### config.mk
export PLATFORM = sky130hd
export DESIGN_NAME = fetch_ctrl_flat
export DESIGN_NICKNAME = d
export VERILOG_FILES = /design/src/rtl/fetch_pkg.sv /design/src/rtl/fetch_ctrl_if.sv /design/src/rtl/fetch_hold_buf.sv /design/src/rtl/fetch_ctrl.sv /design/src/flat_wrapper.sv
export SDC_FILE = /design/constraint.sdc
export NUM_CORES = 1
export LEC_CHECK = 0
export ABC_AREA = 1
export CORE_ASPECT_RATIO = 2
export CORE_MARGIN = 2
export CORE_UTILIZATION = 46
export DETAILED_ROUTE_END_ITERATION = 16
export GPL_TIMING_DRIVEN = 0
export HOLD_SLACK_MARGIN = 0.08
export PLACE_DENSITY_LB_ADDON = 0.15
export SETUP_SLACK_MARGIN = 0.3
export SLEW_MARGIN = 20
export SYNTH_ARGS = -nofsm -noshare
export SYNTH_HDL_FRONTEND = slang
export SYNTH_SLANG_ARGS = --single-unit
### constraint.sdc
create_clock -name clk -period 2.35 [get_ports clk]
set_input_delay 0.47 -clock clk [delete_from_list [all_inputs] [get_ports clk]]
set_output_delay 0.47 -clock clk [all_outputs]
set_load 0.02 [all_outputs]
### src/rtl/fetch_pkg.sv
// Shared definitions for the fetch controller: next-PC op codes, FSM state
// encodings (also exported on state_dbg) and the idle instruction value.
package fetch_pkg;

    localparam logic [2:0] NPC_PLUS4  = 3'b000;
    localparam logic [2:0] NPC_BRANCH = 3'b001;
    localparam logic [2:0] NPC_JAL    = 3'b010;
    localparam logic [2:0] NPC_JALR   = 3'b100;

    localparam logic [31:0] NOP_INST = 32'h0000_0013;

    typedef enum logic [1:0] {
        S_FETCH = 2'b00,
        S_WAIT  = 2'b01,
        S_HOLD  = 2'b10,
        S_HALT  = 2'b11
    } fetch_state_e;

    // Any non-PLUS4 op with redirect_valid is a redirect; undefined ops behave as JALR.
    function automatic logic is_redirect(input logic valid, input logic [2:0] op);
        return valid && (op != NPC_PLUS4);
    endfunction

endpackage

### src/rtl/fetch_ctrl_if.sv
// Instruction-memory and decode-side signals of the fetch controller.
// Handshakes: imem_req/imem_addr hold until imem_gnt (one request in flight);
// if_valid/if_pc/if_inst hold until if_valid & if_ready on a rising edge.
interface fetch_ctrl_if;
    logic        imem_req;
    logic [31:0] imem_addr;
    logic        imem_gnt;
    logic        imem_rvalid;
    logic [31:0] imem_rdata;
    logic        if_valid;
    logic [31:0] if_pc;
    logic [31:0] if_inst;
    logic        if_ready;

    modport master (
        output imem_req, imem_addr, if_valid, if_pc, if_inst,
        input  imem_gnt, imem_rvalid, imem_rdata, if_ready
    );

    modport slave (
        input  imem_req, imem_addr, if_valid, if_pc, if_inst,
        output imem_gnt, imem_rvalid, imem_rdata, if_ready
    );
endinterface

### src/rtl/fetch_hold_buf.sv
// Holding register for one fetched instruction and its PC; load wins over clear.
module fetch_hold_buf
    import fetch_pkg::*;
#(
    parameter logic [31:0] RESET_INST = NOP_INST
) (
    input  logic        clk,
    input  logic        rst,
    input  logic        load,
    input  logic        clear,
    input  logic [31:0] load_pc,
    input  logic [31:0] load_inst,
    output logic        valid,
    output logic [31:0] pc,
    output logic [31:0] inst
);

    // pc/inst keep their last contents when cleared; only reset restores them.
    always_ff @(posedge clk) begin
        if (rst) begin
            valid <= 1'b0;
            pc    <= 32'h0000_0000;
            inst  <= RESET_INST;
        end else if (load) begin
            valid <= 1'b1;
            pc    <= load_pc;
            inst  <= load_inst;
        end else if (clear) begin
            valid <= 1'b0;
        end
    end

endmodule

### src/rtl/fetch_ctrl.sv
// Fetch PC sequencer: one outstanding imem request, single-entry hold buffer
// toward decode, redirect flush with response dropping, sticky misalign halt.
module fetch_ctrl #(
    parameter logic [31:0] RESET_PC = 32'h0000_0000,
    parameter logic [31:0] NOP_INST = fetch_pkg::NOP_INST
) (
    input  logic         clk,
    input  logic         rst,
    fetch_ctrl_if.master bus,
    output logic [31:0]  npc_pc,
    input  logic [2:0]   npc_op,
    input  logic [31:0]  npc_target,
    input  logic         redirect_valid,
    output logic         misalign_fault,
    output logic [1:0]   state_dbg
);
    import fetch_pkg::*;

    fetch_state_e state, state_nx;
    logic [31:0]  fetch_pc, pc_nx;
    logic         drop, drop_nx;
    logic         fault, fault_nx;
    logic         req;
    logic         buf_load, buf_clear;
    logic         redir, aligned;
    logic         buf_valid;
    logic [31:0]  buf_pc, buf_inst;

    assign redir   = is_redirect(redirect_valid, npc_op);
    assign aligned = (npc_target[1:0] == 2'b00);

    always_ff @(posedge clk) begin
        if (rst) begin
            state    <= S_FETCH;
            fetch_pc <= RESET_PC;
            drop     <= 1'b0;
            fault    <= 1'b0;
        end else begin
            state    <= state_nx;
            fetch_pc <= pc_nx;
            drop     <= drop_nx;
            fault    <= fault_nx;
        end
    end

    always_comb begin
        state_nx  = state;
        pc_nx     = fetch_pc;
        drop_nx   = drop;
        fault_nx  = fault;
        req       = 1'b0;
        buf_load  = 1'b0;
        buf_clear = 1'b0;
        case (state)
            S_FETCH: begin
                req = 1'b1;
                if (redir && !aligned) begin
                    // A granted request must still be drained before halting.
                    fault_nx = 1'b1;
                    drop_nx  = bus.imem_gnt;
                    state_nx = bus.imem_gnt ? S_WAIT : S_HALT;
                end else if (redir) begin
                    pc_nx = npc_target;
                    if (bus.imem_gnt) begin
                        drop_nx  = 1'b1;
                        state_nx = S_WAIT;
                    end
                end else if (bus.imem_gnt) begin
                    state_nx = S_WAIT;
                end
            end
            S_WAIT: begin
                if (redir) begin
                    if (aligned) pc_nx = npc_target;
                    else         fault_nx = 1'b1;
                end
                if (bus.imem_rvalid) begin
                    if (drop || redir) begin
                        drop_nx  = 1'b0;
                        state_nx = fault_nx ? S_HALT : S_FETCH;
                    end else begin
                        buf_load = 1'b1;
                        state_nx = S_HOLD;
                    end
                end else if (redir) begin
                    drop_nx = 1'b1;
                end
            end
            S_HOLD: begin
                if (redir) begin
                    buf_clear = 1'b1;
                    if (aligned) begin
                        pc_nx    = npc_target;
                        state_nx = S_FETCH;
                    end else begin
                        fault_nx = 1'b1;
                        state_nx = S_HALT;
                    end
                end else if (bus.if_ready) begin
                    buf_clear = 1'b1;
                    pc_nx     = fetch_pc + 32'd4;
                    state_nx  = S_FETCH;
                end
            end
            S_HALT: begin
                state_nx = S_HALT;
            end
            default: begin
                state_nx = S_FETCH;
            end
        endcase
    end

    fetch_hold_buf #(
        .RESET_INST (NOP_INST)
    ) u_hold_buf (
        .clk       (clk),
        .rst       (rst),
        .load      (buf_load),
        .clear     (buf_clear),
        .load_pc   (fetch_pc),
        .load_inst (bus.imem_rdata),
        .valid     (buf_valid),
        .pc        (buf_pc),
        .inst      (buf_inst)
    );

    assign bus.imem_req   = req & ~rst;
    assign bus.imem_addr  = fetch_pc;
    assign bus.if_valid   = buf_valid;
    assign bus.if_pc      = buf_pc;
    assign bus.if_inst    = buf_inst;
    assign npc_pc         = fetch_pc;
    assign misalign_fault = fault;
    assign state_dbg      = state;

endmodule

### src/flat_wrapper.sv
// flat-port wrapper written by rule: the top's interface ports become plain ports
module fetch_ctrl_flat import fetch_pkg::*;
#(
    parameter logic [31:0] RESET_PC = 32'h0000_0000,
    parameter logic [31:0] NOP_INST = fetch_pkg::NOP_INST
)
  (clk, rst, npc_pc, npc_op, npc_target, redirect_valid, misalign_fault, state_dbg, bus_imem_req, bus_imem_addr, bus_if_valid, bus_if_pc, bus_if_inst, bus_imem_gnt, bus_imem_rvalid, bus_imem_rdata, bus_if_ready);
  fetch_ctrl_if bus_i ();
  input  logic clk;
  input  logic rst;
  output logic [31:0] npc_pc;
  input  logic [2:0] npc_op;
  input  logic [31:0] npc_target;
  input  logic redirect_valid;
  output logic misalign_fault;
  output logic [1:0] state_dbg;
  output wire logic [$bits(bus_i.imem_req)-1:0] bus_imem_req;
  output wire logic [$bits(bus_i.imem_addr)-1:0] bus_imem_addr;
  output wire logic [$bits(bus_i.if_valid)-1:0] bus_if_valid;
  output wire logic [$bits(bus_i.if_pc)-1:0] bus_if_pc;
  output wire logic [$bits(bus_i.if_inst)-1:0] bus_if_inst;
  input wire logic [$bits(bus_i.imem_gnt)-1:0] bus_imem_gnt;
  input wire logic [$bits(bus_i.imem_rvalid)-1:0] bus_imem_rvalid;
  input wire logic [$bits(bus_i.imem_rdata)-1:0] bus_imem_rdata;
  input wire logic [$bits(bus_i.if_ready)-1:0] bus_if_ready;
  assign bus_imem_req = bus_i.imem_req;
  assign bus_imem_addr = bus_i.imem_addr;
  assign bus_if_valid = bus_i.if_valid;
  assign bus_if_pc = bus_i.if_pc;
  assign bus_if_inst = bus_i.if_inst;
  assign bus_i.imem_gnt = bus_imem_gnt;
  assign bus_i.imem_rvalid = bus_imem_rvalid;
  assign bus_i.imem_rdata = bus_imem_rdata;
  assign bus_i.if_ready = bus_if_ready;
  fetch_ctrl #(.RESET_PC(RESET_PC), .NOP_INST(NOP_INST)) u_core (.clk(clk), .rst(rst), .bus(bus_i), .npc_pc(npc_pc), .npc_op(npc_op), .npc_target(npc_target), .redirect_valid(redirect_valid), .misalign_fault(misalign_fault), .state_dbg(state_dbg));
endmodule
# Word-level counts from Yosys, hierarchy flattened
# Index checks and enable logic that the tools add are counted.
[classes]
addsub = 1
n_eq_ne = 13
n_mux = 38
bitwise = 2
n_reduce_logical = 14
[ops]
columns = ["op", "count"]
rows = [
  ["$mux 32", 6],
  ["$pmux 32 s3", 1],
  ["$add 32x3->32 const B", 1],
  ["$mux 1", 19],
  ["$mux 2", 9],
  ["$ne 3x2->1 const B", 4],
  ["$reduce_and 5->1", 2],
  ["$pmux 2 s4", 1],
  ["$ne 2x1->1 const B", 3],
  ["$reduce_bool 3->1", 2],
  ["$eq 2x2->1 const B", 2],
  ["$logic_not 2->1", 2],
  ["$ne 2x2->1 const B", 2],
  ["$reduce_bool 2->1", 2],
  ["$ne 3x1->1 const B", 1],
  ["$pmux 1 s3", 1],
  ["$reduce_and 3->1", 1],
  ["$eq 2x1->1 const B", 1],
  ["$logic_and 1x1->1", 2],
  ["$pmux 1 s2", 1],
  ["$reduce_and 2->1", 1],
  ["$and 1x1->1", 1],
  ["$logic_not 1->1", 1],
  ["$logic_or 1x1->1", 1],
  ["$not 1->1", 1],
]
[word_totals]
register_bits = 101
output_inout_bits = 133
elab_cells = 75

# Longest topological paths before layout
[depth]
word_depth = 8
mapped_depth = 12
depth_no_buf = 12

# By module
# Synthesis repeated with hierarchy kept, for this count alone.
[unflattened]
cells_unflattened = 860
hier_area_um2 = 5693.0
[modules_own_cells]
columns = ["mod", "n_inst", "cells_each", "area_per_inst_um2", "seq_area_each_um2"]
rows = [
  ["fetch_ctrl", 1, 578, 3388.2, 720.7],
  ["fetch_hold_buf", 1, 282, 2304.7, 1301.2],
]

# Worst setup path before layout
# Ideal clock, no wire load.
[synth_timing]
kind = "register to register"
startpoint = "reg u_core.state[1] (netlist: u_core.state_dbg[1])"
endpoint = "reg u_core.fetch_pc[12] (netlist: u_core.bus.imem_addr[12])"
arrival_time_ps = 1707
required_time_ps = 2222
path_slack_ps = 515
path_stages_with_launch = 12
synth_period_minus_slack_ps = 1835
path_cell_list = "dfxtp_1 -> inv_1 -> ha_1 -> inv_1 -> buf_2 -> nand2_2 -> nand2_1 -> nor2_1 -> inv_1 -> nand3_1 -> a21oi_1 -> nor2_1"
[synth_between]
elab_chain_len = 3
elab_cells_between_ends = 10
classes_between = "6 x eq/ne; 1 x mux; 3 x reduce/logical"
[synth_rtl]
columns = ["element", "line_no", "text"]
rows = [
  ["start, declared", "fetch_ctrl.sv:19", "fetch_state_e state, state_nx;"],
  ["start signal, assigned", "fetch_ctrl.sv:39", "state <= state_nx;"],
  ["$eq 2x2->1, or another cell as far along", "fetch_ctrl.sv:54", "case (state)"],
  ["$ne 3x2->1 (no line), or another cell as far along", "--", ""],
  ["$reduce_and 5->1 (no line)", "--", ""],
  ["end signal, assigned", "fetch_ctrl.sv:40", "fetch_pc <= pc_nx;"],
  ["end, declared", "fetch_ctrl.sv:20", "logic [31:0] fetch_pc, pc_nx;"],
]
# Several ways; a longest one is shown, not always the timed one.
# A chain may end at the register's enable or synchronous reset.

# Final worst setup path
[layout_timing]
startpoint = "reg u_core.fetch_pc[25] (netlist: u_core.bus.imem_addr[25])"
endpoint = "out npc_pc[25]"
[layout_lines]
columns = ["element", "line_no", "text"]
rows = [
  ["end, declared", "flat_wrapper.sv:11", "output logic [31:0] npc_pc;"],
]
# No word-level cell between the ends.

==> out/qor.csv <==
metric;value;unit
dieArea;0.0135;mm²
outcome;finished, final reports clean;
tightest_slew;0.736;ns
clkPwrFrac;15.2;%
place.gp.congestion;1.02;
layout_common_cells;281 x nand2_1, 201 x clkdlybuf4s50_1, 120 x a21oi_1;
ios;206;
seqPwrFrac;28.9;%
cts_buffers;9;
track_usage;31.3;%
fmaxAchievable;0.494;GHz
p_sw_share;46.1;%
cap_violations;0;
final_core_util;69.5;%
layout_commonest_cell;nand2_1;
synth-main-ff-cell;dfxtp_1;
drive_above_1_share;12.7;%
drt_wl_total;21.9;mm
postRouteAntennaNets;0;
drtPass1Iterations;6;
required;1.88;ns
die_w;83.2;µm
vias;7030;
nets;1213;
grt_overflow;0;
antenna_found_initial;0;
ctsHtreeMaxLevel;3;
critical_path_class;reg2out;
grt_max_degree;18;
leakage;3.28;nW
setup_viol;0;
initial_core_util;47.3;%
internal_power;5.05;mW
synth_edf_count;0;
tritoncts;done;
setup_tns;0;ns
finalHoldViolations;0;
drc_errors;0;
yosysSeqAreaShare;35.0;%
rsz0062_at_grt;true;
combPwrFrac;55.8;%
clockRootBuffer;clkbuf_16;
clkTransAtPathRegs;0.07;ns
vdd_ir_drop_max;0.000670;V
grt_pass1_vias;6568;
die_h;162;µm
wl_per_cell;17.0;µm
async_flop_share;0;%
viasPerCell;5.47;
worstHoldPathType;reg2reg;
core_area;0.0122;mm²
num_rows;57;
worst_setup_path_end_kind;output port;
crit_arrival;1.56;ns
clk_latency;0.36;ns
avgSynthCellArea;6.33;µm²
port_buffers;205;
relSlewSlack;50.9;%
antennaDiodeCount;0;
clock_skew;0.00740;ns
cellPowerDensity;1110;mW/mm²
synth_nets;991;
path_max_fanout;8;
dpl.hpwl;16.9;mm
synth_cell_types;33;
slew_violations;0;
cts.sinks;101;
timing.final.crit_share;86.2;%
synth_warnings;0;
drt-initial-drc-count;606;
period_needed;2.03;ns
synthCells;912;
start_kind;flip-flop;
grt_pass1_wl;33.5;mm
ys_ff_latch;101;
synthesis.area;0.00577;mm²
power_switching;4.33;mW
clockBufferDepth;2;
syn2layout_area_growth;46.8;%
[sequential cells by signal (all words and copies together) (netlist names)]
register                 flops
u_core.bus.imem_addr        32
u_core.state_dbg             2
u_core.u_hold_buf.inst      32
u_core.u_hold_buf.pc        32
u_core.misalign_fault        1
u_core.u_hold_buf.valid      1
u_core.drop                  1
[synth_stat cells (all sizes together), types with 4 or more instances]
master,n,share of area (%)
nor3,6,0.52
o21ai,71,6.2
ha,6,1.3
clkbuf,23,1.5
nand3,60,5.5
buf,52,6.2
or2,6,0.65
a21oi,121,10
inv,71,4.6
dfxtp,101,35
nor2,83,6.1
nand4,4,0.43
nand2,287,19
[timing repair]
| item | in CTS | in global routing |
|---|---|---|
| setup buffers | 0 | 6 |
| setup endpoints to repair | 59 | 105 |
| gates resized for setup | 36 | 42 |
| hold buffers | 0 | 0 |
| pin swaps | 0 | 7 |
[power groups by stage]
stage / sequential [mW] / clock, mW / combinational [mW]
2_1_floorplan: 2.88 / 0 / 2.67
3_3_place_gp: 2.66 / 0 / 4.95
3_5_place_dp: 2.67 / 0 / 5.01
4_1_cts: 2.67 / 1.44 / 5.06
5_1_grt: 2.76 / 1.50 / 5.62
6_report: 2.71 / 1.43 / 5.24
[logic make-up after synthesis]
group,Yosys count,share of synthesized area [%]
adders and majority gates,6,1.30
xor gates and xnor gates,4,0.607
DFF,101,35.0
and+or+nand+nor,452,32.7
buffers and inverters,146,12.3
AOI/OAI and AO/OA,203,18.0
[worst max-delay path, cell delays in order (launching register included)]
cell,delay [ns]
dfxtp_2,0.45
buf_4,0.14
clkdlybuf4s50_1,0.61
[final timing paths]
kind / start / to / slack, ns / cells past startpoint
worst min register to register: u_core.u_hold_buf.inst[17]$_SDFFE_PP0P_ / u_core.u_hold_buf.inst[17]$_SDFFE_PP0P_ / 0.47 / 2
worst max register to register: u_core.state_dbg[1]$_SDFFE_PP0P_ / u_core.bus.imem_addr[16]$_SDFFE_PP0P_ / 0.35 / 6
worst min-delay path: u_core.u_hold_buf.inst[17]$_SDFFE_PP0P_ / u_core.u_hold_buf.inst[17]$_SDFFE_PP0P_ / 0.47 / 2
worst max-delay path: u_core.bus.imem_addr[25]$_SDFFE_PP0P_ / npc_pc[25] / 0.32 / 2
[per-stage QoR]
step / setup slack (ns) / instance area (µm²) / power (mW) / hold WS, ns / cells
2_1_floorplan: 0.515 / 5770 / 5.55 / 0.529 / 912
3_3_place_gp: -0.351 / 8010 / 7.61 / 0.451 / 1264
3_5_place_dp: -0.369 / 8010 / 7.68 / 0.454 / 1264
4_1_cts: 0.194 / 8340 / 9.17 / 0.466 / 1279
5_1_grt: 0.230 / 8470 / 9.88 / 0.479 / 1285
6_report: 0.324 / 8470 / 9.38 / 0.465 / 1285
[metal layers]
layer  vias up  share of wire [%]  track usage (%)
met3        92                6.5             6.23
met4         0                5.4             17.7
met2       375                 54             60.4
met5         -                  0                0
met1      3200                 34             30.4
li1       3363                  -                -
[cell type report]
| cell class | count | area, µm² |
|---|---|---|
| buffer | 75 | 475 |
| clock buffer | 9 | 225 |
| clock inverter | 6 | 48.8 |
| fill | 1076 | 3720 |
| inverter | 71 | 279 |
| multi-input combinational | 665 | 3110 |
| sequential | 101 | 2060 |
| tap | 147 | 184 |
| timing repair buffer | 211 | 2100 |
(Power assumes the default switching activity.)
